### src/rtl/arp_request_gen_if.sv
// Request, reply-report, TX-arbiter and result signals of the ARP initiator.
interface arp_request_gen_if;
    logic        req_en;
    logic [31:0] req_ip;
    logic [47:0] local_mac;
    logic [31:0] local_ip;
    logic        rx_ack;
    logic [31:0] reply_ip;
    logic [47:0] reply_mac;
    logic        reply_en;
    logic        tx_ready;
    logic [7:0]  arp_dout;
    logic        arp_dout_en;
    logic        busy;
    logic [31:0] resolved_ip;
    logic [47:0] resolved_mac;
    logic        resolved_valid;
    logic        resolve_fail;

    modport master (
        input  req_en, req_ip, local_mac, local_ip, rx_ack, reply_ip, reply_mac, reply_en,
        output tx_ready, arp_dout, arp_dout_en, busy, resolved_ip, resolved_mac,
        output resolved_valid, resolve_fail
    );

    modport slave (
        output req_en, req_ip, local_mac, local_ip, rx_ack, reply_ip, reply_mac, reply_en,
        input  tx_ready, arp_dout, arp_dout_en, busy, resolved_ip, resolved_mac,
        input  resolved_valid, resolve_fail
    );
endinterface

### src/rtl/arp_request_gen.sv
// ARP initiator: sends a broadcast request per attempt, waits for the reply, retries, reports; frame starts the cycle after rx_ack,
// result pulses one cycle after DONE/FAIL; stalls in REQ_READY until granted. Optional single-entry cache: ARP_REQ_CACHE_EN.
module arp_request_gen #(
    parameter logic [6:0]  DATA_LEN    = 7'd64,
    parameter logic [23:0] TIMEOUT_CYC = 24'd1_000_000,
    parameter logic [2:0]  RETRY_MAX   = 3'd3
) (
    input  logic              clk,
    input  logic              rst_n,
    arp_request_gen_if.master bus
);
    localparam logic [2:0] S_IDLE       = 3'd0;
    localparam logic [2:0] S_REQ_READY  = 3'd1;
    localparam logic [2:0] S_REQ_SEND   = 3'd2;
    localparam logic [2:0] S_WAIT_REPLY = 3'd3;
    localparam logic [2:0] S_DONE       = 3'd4;
    localparam logic [2:0] S_FAIL       = 3'd5;

    logic [2:0]   r_state;
    logic [31:0]  r_tgt_ip;
    logic [6:0]   r_send_cnt;
    logic [23:0]  r_timer;
    logic [2:0]   r_retry_cnt;
    logic [31:0]  r_res_ip;
    logic [47:0]  r_res_mac;
    logic         r_res_vld;
    logic         r_res_fail;

    logic         w_reply_hit;
    logic [335:0] w_hdr;
    logic [5:0]   w_idx;
    logic [7:0]   w_byte;

    assign w_reply_hit = bus.reply_en && (bus.reply_ip == r_tgt_ip);

`ifdef ARP_REQ_CACHE_EN
    logic [31:0] r_cache_ip;
    logic [47:0] r_cache_mac;
    logic        r_cache_vld;
    logic        w_cache_hit;

    assign w_cache_hit = r_cache_vld && (bus.req_ip == r_cache_ip);

    // Every DONE reached through a reply refreshes the entry; valid only drops on reset.
    always_ff @(posedge clk or negedge rst_n) begin
        if (!rst_n) begin
            r_cache_ip  <= 32'd0;
            r_cache_mac <= 48'd0;
            r_cache_vld <= 1'b0;
        end else if (r_state == S_WAIT_REPLY && w_reply_hit) begin
            r_cache_ip  <= bus.reply_ip;
            r_cache_mac <= bus.reply_mac;
            r_cache_vld <= 1'b1;
        end
    end
`endif

    always_ff @(posedge clk or negedge rst_n) begin
        if (!rst_n) begin
            r_state     <= S_IDLE;
            r_tgt_ip    <= 32'd0;
            r_send_cnt  <= 7'd0;
            r_timer     <= 24'd0;
            r_retry_cnt <= 3'd0;
            r_res_ip    <= 32'd0;
            r_res_mac   <= 48'd0;
            r_res_vld   <= 1'b0;
            r_res_fail  <= 1'b0;
        end else begin
            r_res_vld  <= (r_state == S_DONE);
            r_res_fail <= (r_state == S_FAIL);
            case (r_state)
                S_IDLE: begin
                    if (bus.req_en) begin
                        r_tgt_ip    <= bus.req_ip;
                        r_retry_cnt <= 3'd0;
`ifdef ARP_REQ_CACHE_EN
                        if (w_cache_hit) begin
                            r_res_ip  <= bus.req_ip;
                            r_res_mac <= r_cache_mac;
                            r_state   <= S_DONE;
                        end else begin
                            r_state <= S_REQ_READY;
                        end
`else
                        r_state <= S_REQ_READY;
`endif
                    end
                end
                S_REQ_READY: begin
                    if (bus.rx_ack) begin
                        r_send_cnt <= 7'd0;
                        r_state    <= S_REQ_SEND;
                    end
                end
                S_REQ_SEND: begin
                    if (r_send_cnt == DATA_LEN - 7'd1) begin
                        r_timer <= 24'd0;
                        r_state <= S_WAIT_REPLY;
                    end else begin
                        r_send_cnt <= r_send_cnt + 7'd1;
                    end
                end
                S_WAIT_REPLY: begin
                    // A matching reply beats a timeout landing on the same cycle.
                    if (w_reply_hit) begin
                        r_res_ip  <= bus.reply_ip;
                        r_res_mac <= bus.reply_mac;
                        r_state   <= S_DONE;
                    end else if (r_timer == TIMEOUT_CYC - 24'd1) begin
                        if (r_retry_cnt < RETRY_MAX) begin
                            r_retry_cnt <= r_retry_cnt + 3'd1;
                            r_state     <= S_REQ_READY;
                        end else begin
                            r_state <= S_FAIL;
                        end
                    end else begin
                        r_timer <= r_timer + 24'd1;
                    end
                end
                S_DONE:  r_state <= S_IDLE;
                S_FAIL:  r_state <= S_IDLE;
                default: r_state <= S_IDLE;
            endcase
        end
    end

    // Header bytes 0..41, byte 0 in the top bits; addresses are sampled live while sending.
    assign w_hdr = {48'hFFFF_FFFF_FFFF, bus.local_mac, 16'h0806, 16'h0001, 16'h0800,
                    16'h0604, 16'h0001, bus.local_mac, bus.local_ip, 48'h0, r_tgt_ip};
    assign w_idx = 6'(7'd41 - r_send_cnt);

    always_comb begin
        w_byte = 8'h00;
        if (r_send_cnt < 7'd42) begin
            w_byte = w_hdr[{w_idx, 3'b000} +: 8];
        end
    end

    assign bus.tx_ready       = (r_state == S_REQ_READY);
    assign bus.arp_dout_en    = (r_state == S_REQ_SEND);
    assign bus.arp_dout       = (r_state == S_REQ_SEND) ? w_byte : 8'h00;
    assign bus.busy           = (r_state != S_IDLE);
    assign bus.resolved_ip    = r_res_ip;
    assign bus.resolved_mac   = r_res_mac;
    assign bus.resolved_valid = r_res_vld;
    assign bus.resolve_fail   = r_res_fail;
endmodule

### src/flat_wrapper.sv
// flat-port wrapper written by rule: the top's interface ports become plain ports
module arp_request_gen_flat 
#(
    parameter logic [6:0]  DATA_LEN    = 7'd64,
    parameter logic [23:0] TIMEOUT_CYC = 24'd1_000_000,
    parameter logic [2:0]  RETRY_MAX   = 3'd3
)
  (clk, rst_n, bus_req_en, bus_req_ip, bus_local_mac, bus_local_ip, bus_rx_ack, bus_reply_ip, bus_reply_mac, bus_reply_en, bus_tx_ready, bus_arp_dout, bus_arp_dout_en, bus_busy, bus_resolved_ip, bus_resolved_mac, bus_resolved_valid, bus_resolve_fail);
  arp_request_gen_if bus_i ();
  input  logic clk;
  input  logic rst_n;
  input wire logic [$bits(bus_i.req_en)-1:0] bus_req_en;
  input wire logic [$bits(bus_i.req_ip)-1:0] bus_req_ip;
  input wire logic [$bits(bus_i.local_mac)-1:0] bus_local_mac;
  input wire logic [$bits(bus_i.local_ip)-1:0] bus_local_ip;
  input wire logic [$bits(bus_i.rx_ack)-1:0] bus_rx_ack;
  input wire logic [$bits(bus_i.reply_ip)-1:0] bus_reply_ip;
  input wire logic [$bits(bus_i.reply_mac)-1:0] bus_reply_mac;
  input wire logic [$bits(bus_i.reply_en)-1:0] bus_reply_en;
  output wire logic [$bits(bus_i.tx_ready)-1:0] bus_tx_ready;
  output wire logic [$bits(bus_i.arp_dout)-1:0] bus_arp_dout;
  output wire logic [$bits(bus_i.arp_dout_en)-1:0] bus_arp_dout_en;
  output wire logic [$bits(bus_i.busy)-1:0] bus_busy;
  output wire logic [$bits(bus_i.resolved_ip)-1:0] bus_resolved_ip;
  output wire logic [$bits(bus_i.resolved_mac)-1:0] bus_resolved_mac;
  output wire logic [$bits(bus_i.resolved_valid)-1:0] bus_resolved_valid;
  output wire logic [$bits(bus_i.resolve_fail)-1:0] bus_resolve_fail;
  assign bus_i.req_en = bus_req_en;
  assign bus_i.req_ip = bus_req_ip;
  assign bus_i.local_mac = bus_local_mac;
  assign bus_i.local_ip = bus_local_ip;
  assign bus_i.rx_ack = bus_rx_ack;
  assign bus_i.reply_ip = bus_reply_ip;
  assign bus_i.reply_mac = bus_reply_mac;
  assign bus_i.reply_en = bus_reply_en;
  assign bus_tx_ready = bus_i.tx_ready;
  assign bus_arp_dout = bus_i.arp_dout;
  assign bus_arp_dout_en = bus_i.arp_dout_en;
  assign bus_busy = bus_i.busy;
  assign bus_resolved_ip = bus_i.resolved_ip;
  assign bus_resolved_mac = bus_i.resolved_mac;
  assign bus_resolved_valid = bus_i.resolved_valid;
  assign bus_resolve_fail = bus_i.resolve_fail;
  arp_request_gen #(.DATA_LEN(DATA_LEN), .TIMEOUT_CYC(TIMEOUT_CYC), .RETRY_MAX(RETRY_MAX)) u_core (.clk(clk), .rst_n(rst_n), .bus(bus_i));
endmodule
### config.mk
export PLATFORM = sky130hd
export DESIGN_NAME = arp_request_gen_flat
export DESIGN_NICKNAME = d
export VERILOG_FILES = /design/src/rtl/arp_request_gen_if.sv /design/src/rtl/arp_request_gen.sv /design/src/flat_wrapper.sv
export SDC_FILE = /design/constraint.sdc
export NUM_CORES = 1
export LEC_CHECK = 0
export ABC_AREA = 1
export CORE_MARGIN = 4
export CORE_UTILIZATION = 50
export CTS_BUF_LIST = sky130_fd_sc_hd__clkbuf_8
export DETAILED_ROUTE_END_ITERATION = 16
export PLACE_DENSITY = 0.94
export SYNTH_ARGS = -nofsm -noshare
export SYNTH_HDL_FRONTEND = slang
export SYNTH_SLANG_ARGS = --single-unit
### constraint.sdc
create_clock -name clk -period 4.53 [get_ports clk]
set_input_delay 0.906 -clock clk [delete_from_list [all_inputs] [get_ports clk]]
set_output_delay 0.906 -clock clk [all_outputs]
set_load 0.005 [all_outputs]
==> impl_results.rst, run 1 <==
.. list-table::
   :header-rows: 1

   * - Metric
     - Value
   * - Most frequent cells in the layout
     - nand2_1, clkdlybuf4s50_1, nor2_1
   * - Run status
     - finished clean
   * - Worst slew margin
     - 27.3%
   * - Total Neg Setup Slack
     - 0 ns
   * - Required time at the endpoint of the critical path
     - 3.62 ns
   * - Area of all placed cells without fillers
     - 0.0122 mm^2
   * - Most common library cell in the layout ignoring fill and taps
     - nand2_1
   * - Startpoint type of the worst setup path
     - flop
   * - Die outline height
     - 141 um
   * - Biggest area contributors in the synthesized netlist
     - dfrtp_1, nand2_1, nor2_1
   * - Maximum operating frequency
     - 235 MHz
   * - Setup clock skew after layout
     - 0.0131 ns
   * - DIE AREA
     - 0.0199 mm^2
   * - Critical-path cell with the highest stage delay
     - clkdlybuf4s50_1
   * - Growth of design area from synthesis to finish
     - 38.6%
   * - Horizontal extent of the die
     - 141 um
   * - Least-Margin Pin Slew
     - 1.09 ns
   * - Critical-path maximum fanout
     - 11
   * - TritonRoute pass-1 iters
     - 6
   * - Buffers inserted during post-CTS setup optimization
     - 0
   * - Worst Hold Class
     - in2async
   * - Master cell of the clock root buffer
     - clkbuf_8
   * - Cell taking the most area after synthesis
     - dfrtp_1
   * - Number of cells in the finished layout apart from fillers
     - 1761
   * - Final period util
     - 94.1%
   * - Clock insertion delay at the later pin of the skew report
     - 0.45 ns
   * - Post-DP HPWL
     - 23800 um
   * - Reg2Reg Setup Slack
     - 1.49 ns
   * - CORE AREA
     - 0.0173 mm^2
   * - Cell Chain, Critical Path
     - inv_1 -> ha_1 -> or2_1 -> nand2_1 -> buf_4 -> inv_1 -> nor2_1 -> buf_4 -> o21ai_0 -> nand3b_1 -> nand3_1 -> a21oi_1 -> clkdlybuf4s50_1
   * - Vias in the first global route
     - 9386
   * - CTS-repair resized insts
     - 0
   * - Post-Syn Instances
     - 1253
   * - Post-Syn Area
     - 0.00883 mm^2
   * - Final hold violation count
     - 0
   * - Power per standard cell area
     - 444 mW/mm^2
   * - Total number of clock tree sinks
     - 151
   * - Total Routed Length
     - 30300 um
   * - Top Ports
     - 290
   * - MaxCap Viol Count
     - 0
   * - Maximum level of the CTS H-tree
     - 4
   * - Post-synthesis net count
     - 1459
   * - Placed cell count
     - 1728
   * - Peak per-stage delay on the critical path
     - 0.57 ns
   * - Total Routing Usage GR
     - 30.1%
   * - Type of the worst setup path
     - reg2out
   * - Number of buffers on the longest clock path
     - 2
   * - Sequential area share after synthesis
     - 42.8%
   * - Worst supply voltage drop on vdd
     - 0.338 mV
   * - Minimum clock period
     - 4.26 ns
   * - Number of antenna violations at the first check in global routing
     - 1
   * - Area after detailed placement
     - 0.0118 mm^2
   * - Total number of yosys warnings
     - 0
   * - Number of port buffers
     - 289
   * - Number of setup violations in the final report
     - 0
   * - Number of nets in the layout
     - 1728
   * - Fin. max-slew vios
     - 0
   * - Final ANT Viol Nets
     - 0
   * - Leakage power summed over all cells
     - 5.87 nW
   * - Top-area cell type share of the netlist area
     - 42.8%
   * - Unrepaired setup endpoints after global routing
     - no
   * - Signal arrival time at the worst endpoint
     - 3.36 ns
   * - TritonCTS clock tree
     - done
   * - Detailed-route wire length per cell
     - 17.2 um
   * - Pin count of the biggest net entering global routing
     - 115
   * - Clk slew on worst S/H paths
     - 0.09 ns
   * - Fraction of layout cells with a size suffix above 1
     - 4.63%
   * - Register bit total from synthesis
     - 151
   * - Number of remaining DRC errors
     - 0
   * - Via-per-instance ratio
     - 5.46
   * - Initial core utilization
     - 51.1%
   * - Global route overflow
     - 0
   * - Hold-fix buffers at CTS
     - 0
   * - Global-route wire length before repair
     - 47500 um
   * - Last weighted congestion value of the routability-driven placer
     - 0.998
   * - Synth Area per Inst
     - 7.05 um^2
   * - Standard-cell rows
     - 48
   * - Sort of element at the end of the critical path
     - primary output
   * - DRC violation total after the first TritonRoute iteration
     - 803
   * - Distinct cell type count after synthesis
     - 41
   * - Number of CTS-inserted buffers
     - 17
   * - Vias
     - 9608
-- power breakdown --
group          leakage [nW]  internal (W)  switching (W)  total [W]
sequential             2.00       0.00152       0.000191    0.00171
combinational          3.67      0.000962        0.00167    0.00263
clock                 0.203      0.000548       0.000543    0.00109
-- synthesized netlist by cell type, drive strengths merged --
cell and n:
xor2 15, o211ai 5, buf 29, ha 9, nor2 162, o22ai 7
nand3b 3, xnor2 10, nand4 33, mux2 4, clkinv 1, a22oi 16
and3 1, nand2 450, clkbuf 23, a21boi 2, nor3 22, or2 5
nor4 2, a211o 1, o31ai 3, inv 103, nor3b 1, nand3 59
a31oi 1, o21ai 81, dfrtp 151, a21oi 54
-- worst paths after layout --
path | cells after the start | endpoint | from
max in group asynchronous | 2 | u_core.r_tgt_ip[25] | rst_n
worst min register to register | 2 | u_core.bus.resolved_mac[39] | u_core.bus.resolved_mac[39]
worst min-delay path | 1 | u_core.bus.resolved_mac[30] | rst_n
worst max-delay path | 13 | bus_arp_dout[1] | u_core.r_send_cnt[2]
min in group clk | 2 | u_core.bus.resolved_mac[39] | u_core.bus.resolved_mac[39]
worst max register to register | 9 | u_core.r_timer[23] | u_core.r_send_cnt[0]
-- worst max-delay path: cells and delay by family, from the launching register on --
family | cells | cell delay (ns)
buffers and inverters | 5 | 1.23
DFF | 1 | 0.43
AOI/OAI and AO/OA | 2 | 0.39
adders and majority gates | 1 | 0.22
and+or+nand+nor | 5 | 0.64
-- stage by stage --
step	hold slack (ns)	total power [W]	setup WS [ns]	util [%]
floorplan	0.442	0.00339	1.47	-
global placement	0.459	0.00427	0.702	68.4
detailed placement	0.464	0.00432	0.722	68.4
CTS	0.454	0.00540	0.270	70.8
global route	0.481	0.00578	0.0280	70.8
finish	0.424	0.00544	0.269	70.8
-- cell families (layout without fill, tap and decap cells) --
logic type / Yosys count / in the layout / share of synthesized area [%]
mux: 4 / 4 / 0.510
buf+inv: 156 / 438 / 7.86
compound gates: 170 / 170 / 10.7
simple gates: 738 / 738 / 34.3
fa+ha+maj: 9 / 9 / 1.27
flops: 151 / 151 / 42.8
other cells: 0 / 1 / 0
xor+xnor: 25 / 25 / 2.56
-- state kept, by name, indices dropped and copies added, names as in the netlist --
name,cells
u_core.bus.resolve_fail,1
u_core.r_state,3
u_core.r_timer,24
u_core.r_send_cnt,7
u_core.bus.resolved_ip,32
u_core.r_tgt_ip,32
u_core.bus.resolved_mac,48
u_core.r_retry_cnt,3
u_core.bus.resolved_valid,1
-- layout make-up --
| class | count | area [um^2] |
|---|---|---|
| repair buffers | 302 | 3000 |
| multi-input cells | 946 | 4370 |
| fillers | 1366 | 5050 |
| clock inverters | 15 | 179 |
| clock buffers | 17 | 234 |
| inverters | 104 | 390 |
| diodes | 1 | 2.50 |
| flip-flops and latches | 151 | 3780 |
| well taps | 225 | 282 |
-- metal layers --
metal | routed length [um] | vias up | global-route usage, %
met5 | 0 | - | 0
li1 | - | 4549 | -
met4 | 1270 | 0 | 13.8
met3 | 2870 | 76 | 6.78
met1 | 11600 | 4460 | 36.2
met2 | 14500 | 523 | 51.7
Power figures use the tool's default switching activity.
==> run 2: changes to the inputs <==
--- a/config.mk
+++ b/config.mk
@@ -11,6 +11,7 @@
 export CTS_BUF_LIST = sky130_fd_sc_hd__clkbuf_8
 export DETAILED_ROUTE_END_ITERATION = 16
 export PLACE_DENSITY = 0.94
+export SKIP_CTS_REPAIR_TIMING = 1
 export SYNTH_ARGS = -nofsm -noshare
 export SYNTH_HDL_FRONTEND = slang
 export SYNTH_SLANG_ARGS = --single-unit
==> results of run 2 <==
No change in the layout: final DEF, timing and power equal those of run 1.
==> run 3: changes to the inputs <==
--- a/config.mk
+++ b/config.mk
@@ -8,7 +8,7 @@
 export ABC_AREA = 1
 export CORE_MARGIN = 4
 export CORE_UTILIZATION = 50
-export CTS_BUF_LIST = sky130_fd_sc_hd__clkbuf_8
+export CTS_BUF_LIST = sky130_fd_sc_hd__clkbuf_16
 export DETAILED_ROUTE_END_ITERATION = 16
 export PLACE_DENSITY = 0.94
 export SKIP_CTS_REPAIR_TIMING = 1
==> run 3 against run 2 <==
Effect of this change:
- fmax up 1.1%
- global-route usage is 0.64 points higher
- power increased by 7.1%
==> impl_results.rst, run 3 (synthesis gave the netlist of run 1 again) <==
.. list-table::
   :header-rows: 1

   * - Metric
     - Value
   * - Global route overflow
     - 0
   * - Maximum level of the CTS H-tree
     - 4
   * - Final ANT Viol Nets
     - 0
   * - Worst supply voltage drop on vdd
     - 0.338 mV
   * - Power per standard cell area
     - 469 mW/mm^2
   * - DRC violation total after the first TritonRoute iteration
     - 762
   * - Capturing element of the worst setup path
     - bus_arp_dout[1]
   * - Wire length on met1
     - 11800 um
   * - Signal arrival time at the worst endpoint
     - 3.31 ns
   * - Most frequent cells in the layout
     - nand2_1, clkdlybuf4s50_1, nor2_1
   * - Wire length on met3
     - 2830 um
   * - Die outline height
     - 141 um
   * - Final hold violation count
     - 0
   * - Number of antenna violations at the first check in global routing
     - 1
   * - Growth of design area from synthesis to finish
     - 40.8%
   * - Global-route wire length before repair
     - 48500 um
   * - Number of CTS-inserted buffers
     - 17
   * - Amount of wire on met2 after detailed routing
     - 14800 um
   * - Most common library cell in the layout ignoring fill and taps
     - nand2_1
   * - Fin. max-slew vios
     - 0
   * - Number of port buffers
     - 289
   * - Post-DP HPWL
     - 23800 um
   * - Worst setup slack after layout
     - 0.314 ns
   * - Standard-cell rows
     - 48
   * - Pin count of the biggest net entering global routing
     - 115
   * - Worst Hold Margin
     - 0.448 ns
   * - Type of the worst setup path
     - reg2out
   * - DR top layer
     - met4
   * - TritonCTS clock tree
     - done
   * - Number of remaining DRC errors
     - 0
   * - Critical-path maximum fanout
     - 11
   * - Total Routed Length
     - 30800 um
   * - Minimum clock period
     - 4.22 ns
   * - Timing startpoint of the critical path
     - u_core.r_send_cnt[2]
   * - Total Routing Usage GR
     - 30.8%
   * - Maximum operating frequency
     - 237 MHz
   * - Number of setup violations in the final report
     - 0
   * - Sort of element at the end of the critical path
     - primary output
   * - Master cell of the clock root buffer
     - clkbuf_16
   * - Run status
     - finished clean
   * - Leakage power summed over all cells
     - 5.95 nW
   * - Total Neg Setup Slack
     - 0 ns
   * - Clk slew on worst S/H paths
     - 0.07 ns
   * - DIE AREA
     - 0.0199 mm^2
   * - Startpoint type of the worst setup path
     - flop
   * - Setup clock skew after layout
     - 0.00754 ns
   * - TritonRoute pass-1 iters
     - 6
   * - Path depth of the worst reg2reg path
     - 9
   * - Vias in the first global route
     - 9518
   * - Worst-case setup slack after placement
     - 0.722 ns
   * - Least-Margin Pin Slew
     - 1.12 ns
   * - Number of nets in the layout
     - 1728
   * - Clock insertion delay at the later pin of the skew report
     - 0.43 ns
   * - Via-per-instance ratio
     - 5.47
   * - Vias
     - 9639
   * - Last weighted congestion value of the routability-driven placer
     - 0.998
   * - Detailed-route wire length per cell
     - 17.5 um
   * - Initial core utilization
     - 51.1%
   * - Horizontal extent of the die
     - 141 um
   * - Final period util
     - 93.1%
   * - Fraction of layout cells with a size suffix above 1
     - 4.63%
   * - Top Ports
     - 290
   * - Number of filler cells placed in the layout
     - 1343
   * - Total power draw
     - 0.00583 W
   * - Max FFs per register
     - 48
   * - Number of buffers on the longest clock path
     - 2
   * - Total number of clock tree sinks
     - 151
   * - Unrepaired setup endpoints after global routing
     - no
   * - Worst Hold Class
     - in2async
   * - Required time at the endpoint of the critical path
     - 3.62 ns
   * - MaxCap Viol Count
     - 0
   * - CORE AREA
     - 0.0173 mm^2
   * - R2R Path End
     - u_core.r_timer[9]
   * - Worst slew margin
     - 25.2%
   * - Reg2Reg Setup Slack
     - 1.47 ns
   * - Startpoint of the worst-slack reg-to-reg timing path
     - u_core.r_send_cnt[0]
## run 3: critical path: stages (launching register included)
cell and delay [ns]:
dfrtp_1 0.42, inv_1 0.10, ha_1 0.22, or2_1 0.22, nand2_1 0.12, buf_4 0.19, inv_1 0.18, nor2_1 0.13
buf_4 0.19, o21ai_0 0.12, nand3b_1 0.10, nand3_1 0.07, a21oi_1 0.26, clkdlybuf4s50_1 0.56
## run 3: power breakdown
part | internal, W | switching (W) | total [W]
sequential | 0.00153 | 0.000192 | 0.00172
clock | 0.000869 | 0.000594 | 0.00146
combinational | 0.000962 | 0.00168 | 0.00264
total | 0.00336 | 0.00247 | 0.00583
## run 3: routing by layer
metal | up-vias | track usage [%]
li1 | 4560 | -
met1 | 4463 | 36.4
met2 | 519 | 52.6
met3 | 97 | 7.97
met4 | 0 | 14.1
met5 | - | 0
## run 3: worst min path at each step
stage                                             end
after floorplan                    u_core.r_timer[23]
after global placement             u_core.r_timer[23]
after detailed placement  u_core.bus.resolved_mac[13]
after CTS                          u_core.r_timer[23]
after global routing      u_core.bus.resolved_mac[31]
final                     u_core.bus.resolved_mac[30]
## run 3: layout make-up
class                      count  area, um^2  area share, %
sequential                   151        3780           30.4
clock buffer                  17         425           3.42
inverter                     104         390           3.14
clock inverter                15         179           1.44
tap                          225         282           2.26
timing repair buffer         302        3000           24.2
antenna                        1        2.50         0.0201
multi-input combinational    946        4370           35.2
## run 3: through the flow
step	instances	utilization, %	area (um^2)
2_1_floorplan	1253	-	8830
3_3_place_gp	1728	68.4	11800
3_5_place_dp	1728	68.4	11800
4_1_cts	1760	71.9	12400
5_1_grt	1761	71.9	12400
6_report	1761	71.9	12400
